### src/rtl/rx_frame_collector_if.sv
// rx_frame_collector_if
// Egress stream between the frame collector and the output port. It is a
// valid/ready stream that carries one payload word per beat, together with
// the frame's source and its start/end markers.
//
// Signals
//   m_valid  collector -> port  beat valid
//   m_ready  port -> collector  port accepts the beat
//   m_data   collector -> port  payload word
//   m_src    collector -> port  source port of the frame in flight
//   m_sof    collector -> port  first (header) word of the frame
//   m_eof    collector -> port  last word of the frame
//
// Modports
//   master  the side that produces the stream (the collector)
//   slave   the side that consumes the stream (the output port)

interface rx_frame_collector_if #(
    parameter int WIDTH_DATA = 64,
    parameter int WIDTH_SEL  = 2
);

    logic                  m_valid;
    logic                  m_ready;
    logic [WIDTH_DATA-1:0] m_data;
    logic [WIDTH_SEL-1:0]  m_src;
    logic                  m_sof;
    logic                  m_eof;

    modport master (
        output m_valid,
        output m_data,
        output m_src,
        output m_sof,
        output m_eof,
        input  m_ready
    );

    modport slave (
        input  m_valid,
        input  m_data,
        input  m_src,
        input  m_sof,
        input  m_eof,
        output m_ready
    );

endinterface

### src/rtl/rx_frame_collector.sv
// rx_frame_collector
// This block is the egress end of the VOQ ring. It takes every ring word
// whose destination field equals NUB and pushes the payload into a FIFO
// that belongs to the word's source. It then replays whole frames, one
// source at a time, onto a valid/ready stream. Frames can arrive
// interleaved word by word across sources. Each frame leaves as one
// contiguous run, and the next source is chosen round-robin.
//
// Frame format: word 0 is the header. It carries LEN in
// [WIDTH_LENGTH+CRC32_LENGTH+WIDTH_PRIORITY-1 : CRC32_LENGTH+WIDTH_PRIORITY],
// and LEN further words follow it.
//
// Ports
//   clk         in   clock
//   rst_n       in   asynchronous active-low reset
//   valid_in    in   ring word valid
//   nub_in      in   source port of the ring word
//   data_in     in   {dst[WIDTH_SEL], payload[WIDTH_DATA]}
//   keep_out    out  registered ring backpressure: some FIFO has <=2 free
//   m_if        --   egress stream (master modport of rx_frame_collector_if)
//   frame_done  out  one-cycle pulse after the eof handshake
//   ovf_cnt     out  saturating count of dropped words (RX_OVF_CNT_EN only)
//
// Configuration
//   RX_OVF_CNT_EN  When defined, the ovf_cnt port is added. Without it,
//                  words pushed to a full FIFO are dropped silently.
//
// Defaults for the codebase-wide macros are supplied below in case the
// project header is not included ahead of this file.

`ifndef PORT_NUB_TOTAL
`define PORT_NUB_TOTAL 4
`endif
`ifndef DATA_WIDTH
`define DATA_WIDTH 64
`endif
`ifndef DATA_LENGTH_MAX
`define DATA_LENGTH_MAX 256
`endif
`ifndef CRC32_LENGTH
`define CRC32_LENGTH 32
`endif

module rx_frame_collector #(
    parameter int NUB            = 0,
    parameter int PORT_NUB       = `PORT_NUB_TOTAL,
    parameter int FIFO_DEPTH     = 8,
    parameter int WIDTH_PRIORITY = 3,
    localparam int WIDTH_SEL     = $clog2(PORT_NUB),
    localparam int WIDTH_DATA    = `DATA_WIDTH,
    localparam int WIDTH_PORT    = WIDTH_SEL + WIDTH_DATA,
    localparam int WIDTH_LENGTH  = $clog2(`DATA_LENGTH_MAX)
) (
    input  logic                  clk,
    input  logic                  rst_n,
    input  logic                  valid_in,
    input  logic [WIDTH_SEL-1:0]  nub_in,
    input  logic [WIDTH_PORT-1:0] data_in,
    output logic                  keep_out,
    rx_frame_collector_if.master  m_if,
    output logic                  frame_done
`ifdef RX_OVF_CNT_EN
   ,output logic [15:0]           ovf_cnt
`endif
);

    localparam int PTR_W   = $clog2(FIFO_DEPTH);
    localparam int OCC_W   = PTR_W + 1;
    localparam int LEN_LSB = `CRC32_LENGTH + WIDTH_PRIORITY;

    typedef enum logic [1:0] {
        IDLE,
        HEAD,
        BODY,
        DONE
    } state_t;

    // Frame sequencer state
    state_t                  state;
    logic [WIDTH_SEL-1:0]    sel;
    logic [WIDTH_SEL-1:0]    rr_ptr;
    logic [WIDTH_LENGTH-1:0] len_cnt;

    // Per-source FIFOs. The count wraps modulo FIFO_DEPTH, and a separate
    // full bit tells a full FIFO apart from an empty one.
    logic [WIDTH_DATA-1:0]   fifo_mem [PORT_NUB][FIFO_DEPTH];
    logic [PTR_W-1:0]        wr_ptr   [PORT_NUB];
    logic [PTR_W-1:0]        rd_ptr   [PORT_NUB];
    logic [PTR_W-1:0]        fifo_cnt [PORT_NUB];
    logic [PORT_NUB-1:0]     fifo_full;
    logic [PORT_NUB-1:0]     fifo_empty;
    logic [OCC_W-1:0]        occ_cur  [PORT_NUB];
    logic [OCC_W-1:0]        occ_next [PORT_NUB];

    logic [PORT_NUB-1:0]     push_req;
    logic [PORT_NUB-1:0]     push_ok;
    logic [PORT_NUB-1:0]     pop;

    logic                    accept;
    logic [WIDTH_DATA-1:0]   payload;
    logic [WIDTH_DATA-1:0]   head_data;
    logic [WIDTH_LENGTH-1:0] hdr_len;
    logic                    out_fire;
    logic                    keep_next;
    logic                    scan_hit;
    logic [WIDTH_SEL-1:0]    scan_sel;
    logic [WIDTH_SEL-1:0]    sel_inc;

    // ------------------------------------------------------------------
    // Ring intake
    // ------------------------------------------------------------------
    assign accept  = valid_in && (data_in[WIDTH_PORT-1 -: WIDTH_SEL] == WIDTH_SEL'(NUB));
    assign payload = data_in[WIDTH_DATA-1:0];

    // ------------------------------------------------------------------
    // FIFO status taken from registered state only
    // ------------------------------------------------------------------
    always_comb begin
        for (int i = 0; i < PORT_NUB; i++) begin
            fifo_empty[i] = !fifo_full[i] && (fifo_cnt[i] == '0);
            occ_cur[i]    = fifo_full[i] ? OCC_W'(FIFO_DEPTH) : {1'b0, fifo_cnt[i]};
        end
    end

    // ------------------------------------------------------------------
    // Egress stream: driven combinationally from the head of FIFO[sel]
    // and from the current state.
    // ------------------------------------------------------------------
    assign head_data = fifo_mem[sel][rd_ptr[sel]];
    assign hdr_len   = head_data[LEN_LSB +: WIDTH_LENGTH];

    // NOTE: every output of a combinational block gets a default before the case, otherwise a missed branch infers a latch.
    always_comb begin
        m_if.m_valid = 1'b0;
        m_if.m_eof   = 1'b0;
        unique case (state)
            HEAD: begin
                m_if.m_valid = !fifo_empty[sel];
                m_if.m_eof   = (hdr_len == '0);
            end
            BODY: begin
                m_if.m_valid = !fifo_empty[sel];
                m_if.m_eof   = (len_cnt == WIDTH_LENGTH'(1));
            end
            default: ;
        endcase
    end

    assign m_if.m_data = head_data;
    assign m_if.m_src  = sel;
    assign m_if.m_sof  = (state == HEAD);
    assign out_fire    = m_if.m_valid && m_if.m_ready;

    // ------------------------------------------------------------------
    // Push/pop decode and next occupancy. When a FIFO is full, a push is
    // still accepted if the same FIFO is popped in that cycle.
    // ------------------------------------------------------------------
    always_comb begin
        keep_next = 1'b0;
        for (int i = 0; i < PORT_NUB; i++) begin
            push_req[i] = accept && (nub_in == WIDTH_SEL'(i));
            pop[i]      = out_fire && (sel == WIDTH_SEL'(i));
            push_ok[i]  = push_req[i] && (!fifo_full[i] || pop[i]);
            occ_next[i] = occ_cur[i] + OCC_W'(push_ok[i]) - OCC_W'(pop[i]);
            if (occ_next[i] >= OCC_W'(FIFO_DEPTH - 2)) begin
                keep_next = 1'b1;
            end
        end
    end

    // NOTE: sequential state is assigned with <= so that every register samples values from before the edge.
    always_ff @(posedge clk or negedge rst_n) begin
        if (!rst_n) begin
            for (int i = 0; i < PORT_NUB; i++) begin
                wr_ptr[i]   <= '0;
                rd_ptr[i]   <= '0;
                fifo_cnt[i] <= '0;
            end
            fifo_full <= '0;
            keep_out  <= 1'b0;
        end else begin
            for (int i = 0; i < PORT_NUB; i++) begin
                if (push_ok[i]) begin
                    wr_ptr[i] <= wr_ptr[i] + PTR_W'(1);
                end
                if (pop[i]) begin
                    rd_ptr[i] <= rd_ptr[i] + PTR_W'(1);
                end
                fifo_cnt[i]  <= occ_next[i][PTR_W-1:0];
                fifo_full[i] <= occ_next[i][PTR_W];
            end
            keep_out <= keep_next;
        end
    end

    // NOTE: the storage array has no reset; the pointers and flags alone decide which entries are live.
    always_ff @(posedge clk) begin
        for (int i = 0; i < PORT_NUB; i++) begin
            if (push_ok[i]) begin
                fifo_mem[i][wr_ptr[i]] <= payload;
            end
        end
    end

    // ------------------------------------------------------------------
    // Round-robin scan. The loop walks the offsets from the farthest to the
    // nearest, so the closest non-empty source after rr_ptr is the last
    // match written and wins.
    // ------------------------------------------------------------------
    always_comb begin
        int                   idx;
        logic [WIDTH_SEL-1:0] idx_sel;
        scan_hit = 1'b0;
        scan_sel = rr_ptr;
        idx      = 0;
        idx_sel  = '0;
        for (int k = PORT_NUB - 1; k >= 0; k--) begin
            idx = int'(rr_ptr) + k;
            if (idx >= PORT_NUB) begin
                idx = idx - PORT_NUB;
            end
            idx_sel = WIDTH_SEL'(idx);
            if (!fifo_empty[idx_sel]) begin
                scan_hit = 1'b1;
                scan_sel = idx_sel;
            end
        end
    end

    assign sel_inc = (sel == WIDTH_SEL'(PORT_NUB - 1)) ? '0 : sel + WIDTH_SEL'(1);

    // ------------------------------------------------------------------
    // Frame sequencer. Once a source is selected, it is held until its
    // frame completes. An empty FIFO in the middle of a frame stalls the
    // stream and does not hand the port to another source.
    // ------------------------------------------------------------------
    always_ff @(posedge clk or negedge rst_n) begin
        if (!rst_n) begin
            state      <= IDLE;
            sel        <= '0;
            rr_ptr     <= '0;
            len_cnt    <= '0;
            frame_done <= 1'b0;
        end else begin
            frame_done <= 1'b0;
            unique case (state)
                IDLE: begin
                    if (scan_hit) begin
                        sel   <= scan_sel;
                        state <= HEAD;
                    end
                end
                HEAD: begin
                    if (out_fire) begin
                        len_cnt <= hdr_len;
                        if (hdr_len == '0) begin
                            state      <= DONE;
                            frame_done <= 1'b1;
                        end else begin
                            state <= BODY;
                        end
                    end
                end
                BODY: begin
                    if (out_fire) begin
                        len_cnt <= len_cnt - WIDTH_LENGTH'(1);
                        if (len_cnt == WIDTH_LENGTH'(1)) begin
                            state      <= DONE;
                            frame_done <= 1'b1;
                        end
                    end
                end
                DONE: begin
                    rr_ptr <= sel_inc;
                    state  <= IDLE;
                end
                default: state <= IDLE;
            endcase
        end
    end

`ifdef RX_OVF_CNT_EN
    // ------------------------------------------------------------------
    // Drop counter. At most one word arrives per cycle, so at most one drop
    // can occur per cycle. The counter saturates rather than wrapping.
    // ------------------------------------------------------------------
    logic drop;
    assign drop = |(push_req & ~push_ok);

    always_ff @(posedge clk or negedge rst_n) begin
        if (!rst_n) begin
            ovf_cnt <= '0;
        end else if (drop && (ovf_cnt != 16'hFFFF)) begin
            ovf_cnt <= ovf_cnt + 16'd1;
        end
    end
`endif

endmodule
### src/flat_wrapper.sv
// flat-port wrapper written by rule: the top's interface ports become plain ports
module rx_frame_collector_flat 
#(
    parameter int NUB            = 0,
    parameter int PORT_NUB       = `PORT_NUB_TOTAL,
    parameter int FIFO_DEPTH     = 8,
    parameter int WIDTH_PRIORITY = 3,
    localparam int WIDTH_SEL     = $clog2(PORT_NUB),
    localparam int WIDTH_DATA    = `DATA_WIDTH,
    localparam int WIDTH_PORT    = WIDTH_SEL + WIDTH_DATA,
    localparam int WIDTH_LENGTH  = $clog2(`DATA_LENGTH_MAX)
)
  (clk, rst_n, valid_in, nub_in, data_in, keep_out, frame_done, m_if_m_valid, m_if_m_data, m_if_m_src, m_if_m_sof, m_if_m_eof, m_if_m_ready);
  rx_frame_collector_if m_if_i ();
  input  logic clk;
  input  logic rst_n;
  input  logic valid_in;
  input  logic [WIDTH_SEL-1:0] nub_in;
  input  logic [WIDTH_PORT-1:0] data_in;
  output logic keep_out;
  output logic frame_done;
  output wire logic [$bits(m_if_i.m_valid)-1:0] m_if_m_valid;
  output wire logic [$bits(m_if_i.m_data)-1:0] m_if_m_data;
  output wire logic [$bits(m_if_i.m_src)-1:0] m_if_m_src;
  output wire logic [$bits(m_if_i.m_sof)-1:0] m_if_m_sof;
  output wire logic [$bits(m_if_i.m_eof)-1:0] m_if_m_eof;
  input wire logic [$bits(m_if_i.m_ready)-1:0] m_if_m_ready;
  assign m_if_m_valid = m_if_i.m_valid;
  assign m_if_m_data = m_if_i.m_data;
  assign m_if_m_src = m_if_i.m_src;
  assign m_if_m_sof = m_if_i.m_sof;
  assign m_if_m_eof = m_if_i.m_eof;
  assign m_if_i.m_ready = m_if_m_ready;
  rx_frame_collector #(.NUB(NUB), .PORT_NUB(PORT_NUB), .FIFO_DEPTH(FIFO_DEPTH), .WIDTH_PRIORITY(WIDTH_PRIORITY)) u_core (.clk(clk), .rst_n(rst_n), .valid_in(valid_in), .nub_in(nub_in), .data_in(data_in), .keep_out(keep_out), .m_if(m_if_i), .frame_done(frame_done));
endmodule
### config.mk
export PLATFORM = sky130hd
export DESIGN_NAME = rx_frame_collector_flat
export DESIGN_NICKNAME = d
export VERILOG_FILES = /design/src/rtl/rx_frame_collector_if.sv /design/src/rtl/rx_frame_collector.sv /design/src/flat_wrapper.sv
export SDC_FILE = /design/constraint.sdc
export NUM_CORES = 2
export LEC_CHECK = 0
export CORE_MARGIN = 4
export CORE_UTILIZATION = 56
export CTS_CLUSTER_SIZE = 40
export DETAILED_ROUTE_END_ITERATION = 7
export PLACE_DENSITY = 0.76
export SYNTH_ARGS = -nofsm -noshare
export SYNTH_HDL_FRONTEND = slang
export SYNTH_SLANG_ARGS = --single-unit
### constraint.sdc
create_clock -name clk -period 7.8 [get_ports clk]
set_clock_uncertainty 0.05 [all_clocks]
set_input_delay 1.56 -clock clk [delete_from_list [all_inputs] [get_ports clk]]
set_output_delay 1.56 -clock clk [all_outputs]
set_load 0.05 [all_outputs]
==> impl_metrics.tcl <==
set metrics [dict create \
    yosys.area.top_type "edfxtp_1" \
    synth_flop_cell "edfxtp_1" \
    holdWs_ns 0.422 \
    yosys-top-cells-count "edfxtp_1 (2,048), mux4_2 (628), buf_2 (106)" \
    p_seq_share_pct 36.2 \
    ys_ff_latch 2104 \
    outcome "complete, no violations" \
    grt_max_degree 106 \
    rrSetupSlack_ns 1.80 \
    cts_resized 0 \
    area_growth_syn_to_layout_pct 13.0 \
    cts_setup_buffers 0 \
    nFillCells 9078 \
    cts_inserted_buffers 198 \
    ant_nets 0 \
    post_dp_cell_area_um2 85300 \
    hold_violations 0 \
    crit_path_frequent_cell "mux4_2" \
    synth_cells 3290 \
    grt_pass1_wl_um 279000 \
    clock_latency_ns 0.81 \
    crit_chain "mux4_4, buf_12, mux4_2, mux4_2, mux2_2, clkdlybuf4s50_1" \
    initial_core_util_pct 56.4 \
    die_h_um 388 \
    crit_type "reg -> out" \
    wirelength_um 193000 \
    power_frac_clock_pct 26.1 \
    die-area_um2 151000 \
    fin_nets 3676 \
    tightestPinTransition_ns 1.15 \
    crit_family "multiplexers" \
    cts_tree "yes" \
    drt_iter0_drc 5121 \
    multi_input_area_um2 17500 \
    drv_slew 0 \
    ctsHoldBuffers 0 \
    cts-root-buf "clkbuf_16" \
    dp_hpwl_um 89700 \
    min_to "u_core.rd_ptr[5]" \
    p_leak_uw 0.0283 \
    maxCapViolations 0 \
    setup.worst_path.start "u_core.m_if.m_src[1]" \
    core-area_um2 144000 \
    ir_drop_v 0.000434 \
    post-route-period-util_pct 89.0 \
    routedWlPerCell_um 34.2 \
    synth.net_count 3400 \
    netlist.area_leader.share_pct 76.0 \
    power_density_nw_per_um2 387 \
    reg2reg_from "u_core.m_if.m_src[1]" \
    hold_path_depth 1 \
    grt-ovfl-total 0 \
    fin_crit_ns 6.94 \
    synth_area_um2 81000 \
    dr.pass1.iters 5 \
    max_freq_mhz 144 \
    drc 0 \
    via_per_inst 6.68 \
    p_int_uw 23700 \
    grt_pass1_vias 38600 \
    relSlewSlack_pct 23.5 \
    regArea_um2 62900 \
    yosysMostFrequentCell "edfxtp_1" \
    worstHoldPathType "reg -> reg" \
    critPathArrivalTime_ns 5.33 \
    io_pins 143 \
    cp.buffers_inverters 2 \
    cp_slowest_cell "mux4_4" \
    min-delay-start "u_core.rd_ptr[5]" \
    num_vias 37700 \
    grt_usage_pct 25.9 \
    switching_share_pct 33.1 \
    async_reset_ff_share_pct 2.66 \
    reg2reg_depth 10 \
    synth.avg_cell_area_um2 24.6 \
    worst-path-stages 6 \
    finalSetupViolCount 0 \
    antenna_found_initial 16 \
    io_buffers 142 \
    yosysWarnings 0 \
    p_switching_uw 11700 \
    rows 139 \
    gp_congestion 0.744 \
    slowest_delay_ns 1.12 \
    crit_path_start_kind "flop" \
    r2r-end "u_core.fifo_mem[0][246]" \
    clkTransAtPathRegs_ns 0.06 \
    synthTopCellsByArea "edfxtp_1 (76%), mux4_2 (17%), dfrtp_1 (1.7%)" \
    htree_levels 4 \
    drive_gt1_share_pct 30.2 \
    die_x_um 388 \
    yosysSeqAreaShare_pct 77.7 \
    grt_setup_unrepaired "no" \
    critPathMaxFanout 82 \
    clock-sinks 2104 \
    final_cell_area_um2 91500 \
    crit_path_end_kind "primary output" \
    yosysUniqueCellTypes 49 \
    synth_edf_count 2048 \
    comb_power_share_pct 37.8 \
    cts.path.max_buffers 3 \
    critPathRequiredTime_ns 6.19 \
]
power groups by stage:
stage,clock network (uW),logic (uW),registers [uW]
floorplan,0,9670,12900
global placement,0,13200,13000
detailed placement,0,13400,13000
CTS,9340,13500,12800
global route,9870,14000,12800
finish,9220,13400,12800
how the worst max path moves through the flow:
stage,endpoint,slack (ns)
after floorplan,u_core.fifo_mem[1][128],-0.09
after global placement,m_if_m_data[15],1.74
after detailed placement,m_if_m_data[55],1.69
after CTS,m_if_m_data[58],0.72
after global routing,m_if_m_data[44],0.64
final,m_if_m_data[55],0.86
kinds of logic (layout without fill, tap and decap cells):
kind of cell / after synthesis / after routing / share of synthesized area [%]
other cells: 0 / 8 / 0
compound gates: 74 / 74 / 0.651
xor+xnor: 24 / 24 / 0.260
buf+inv: 192 / 627 / 1.09
fa+ha+maj: 38 / 38 / 0.624
mux: 727 / 727 / 18.8
flops: 2104 / 2104 / 77.7
simple gates: 131 / 131 / 0.838
stage by stage:
stage / setup TNS, ns / total power [uW] / setup WS (ns) / instances / utilization [%]
6_report: 0 / 35400 / 0.856 / 5636 / 63.7
5_1_grt: 0 / 36700 / 0.643 / 5631 / 63.7
4_1_cts: 0 / 35700 / 0.724 / 5628 / 63.6
3_5_place_dp: 0 / 26400 / 1.69 / 5269 / 59.4
3_3_place_gp: 0 / 26300 / 1.74 / 5269 / 59.4
2_1_floorplan: -10.94 / 22600 / -0.0949 / 3290 / -
flip-flops by register name, summed over array words and instances (netlist names):
name and flops:
u_core.fifo_mem 2048, u_core.fifo_cnt 12, u_core.rd_ptr 12, u_core.wr_ptr 12
u_core.len_cnt 8, u_core.fifo_full 4, u_core.m_if.m_src 2, u_core.rr_ptr 2
u_core.state 2, u_core.frame_done 1, u_core.keep_out 1
metal layers:
metal	GRT usage, %	routed length, um	part of all wire, %
met3	4.55	17900	9.3
met4	6.56	4870	2.5
met2	43.4	99300	52
met1	36.1	70500	37
met5	0	50	0.026
cell usage in the layout (no fill, tap or decap), types with 36 or more instances in the layout:
cell | synthesis | layout
clkinv_1 | 0 | 51
clkbuf_16 | 0 | 200
clkinv_2 | 0 | 36
mux4_2 | 628 | 625
buf_4 | 3 | 70
mux2_2 | 94 | 94
dfrtp_1 | 56 | 54
clkbuf_1 | 35 | 41
clkdlybuf4s50_1 | 0 | 141
edfxtp_1 | 2048 | 2048
final cells by class:
type / count / area share (%)
clock inverter: 118 / 1.08
multi-input combinational: 994 / 19.1
antenna: 8 / 0.0219
timing repair buffer: 236 / 2.65
inverter: 32 / 0.131
tap: 1903 / 2.60
sequential: 2104 / 68.8
clock buffer: 241 / 5.64
No activity file was read; power rests on OpenSTA's default activity.
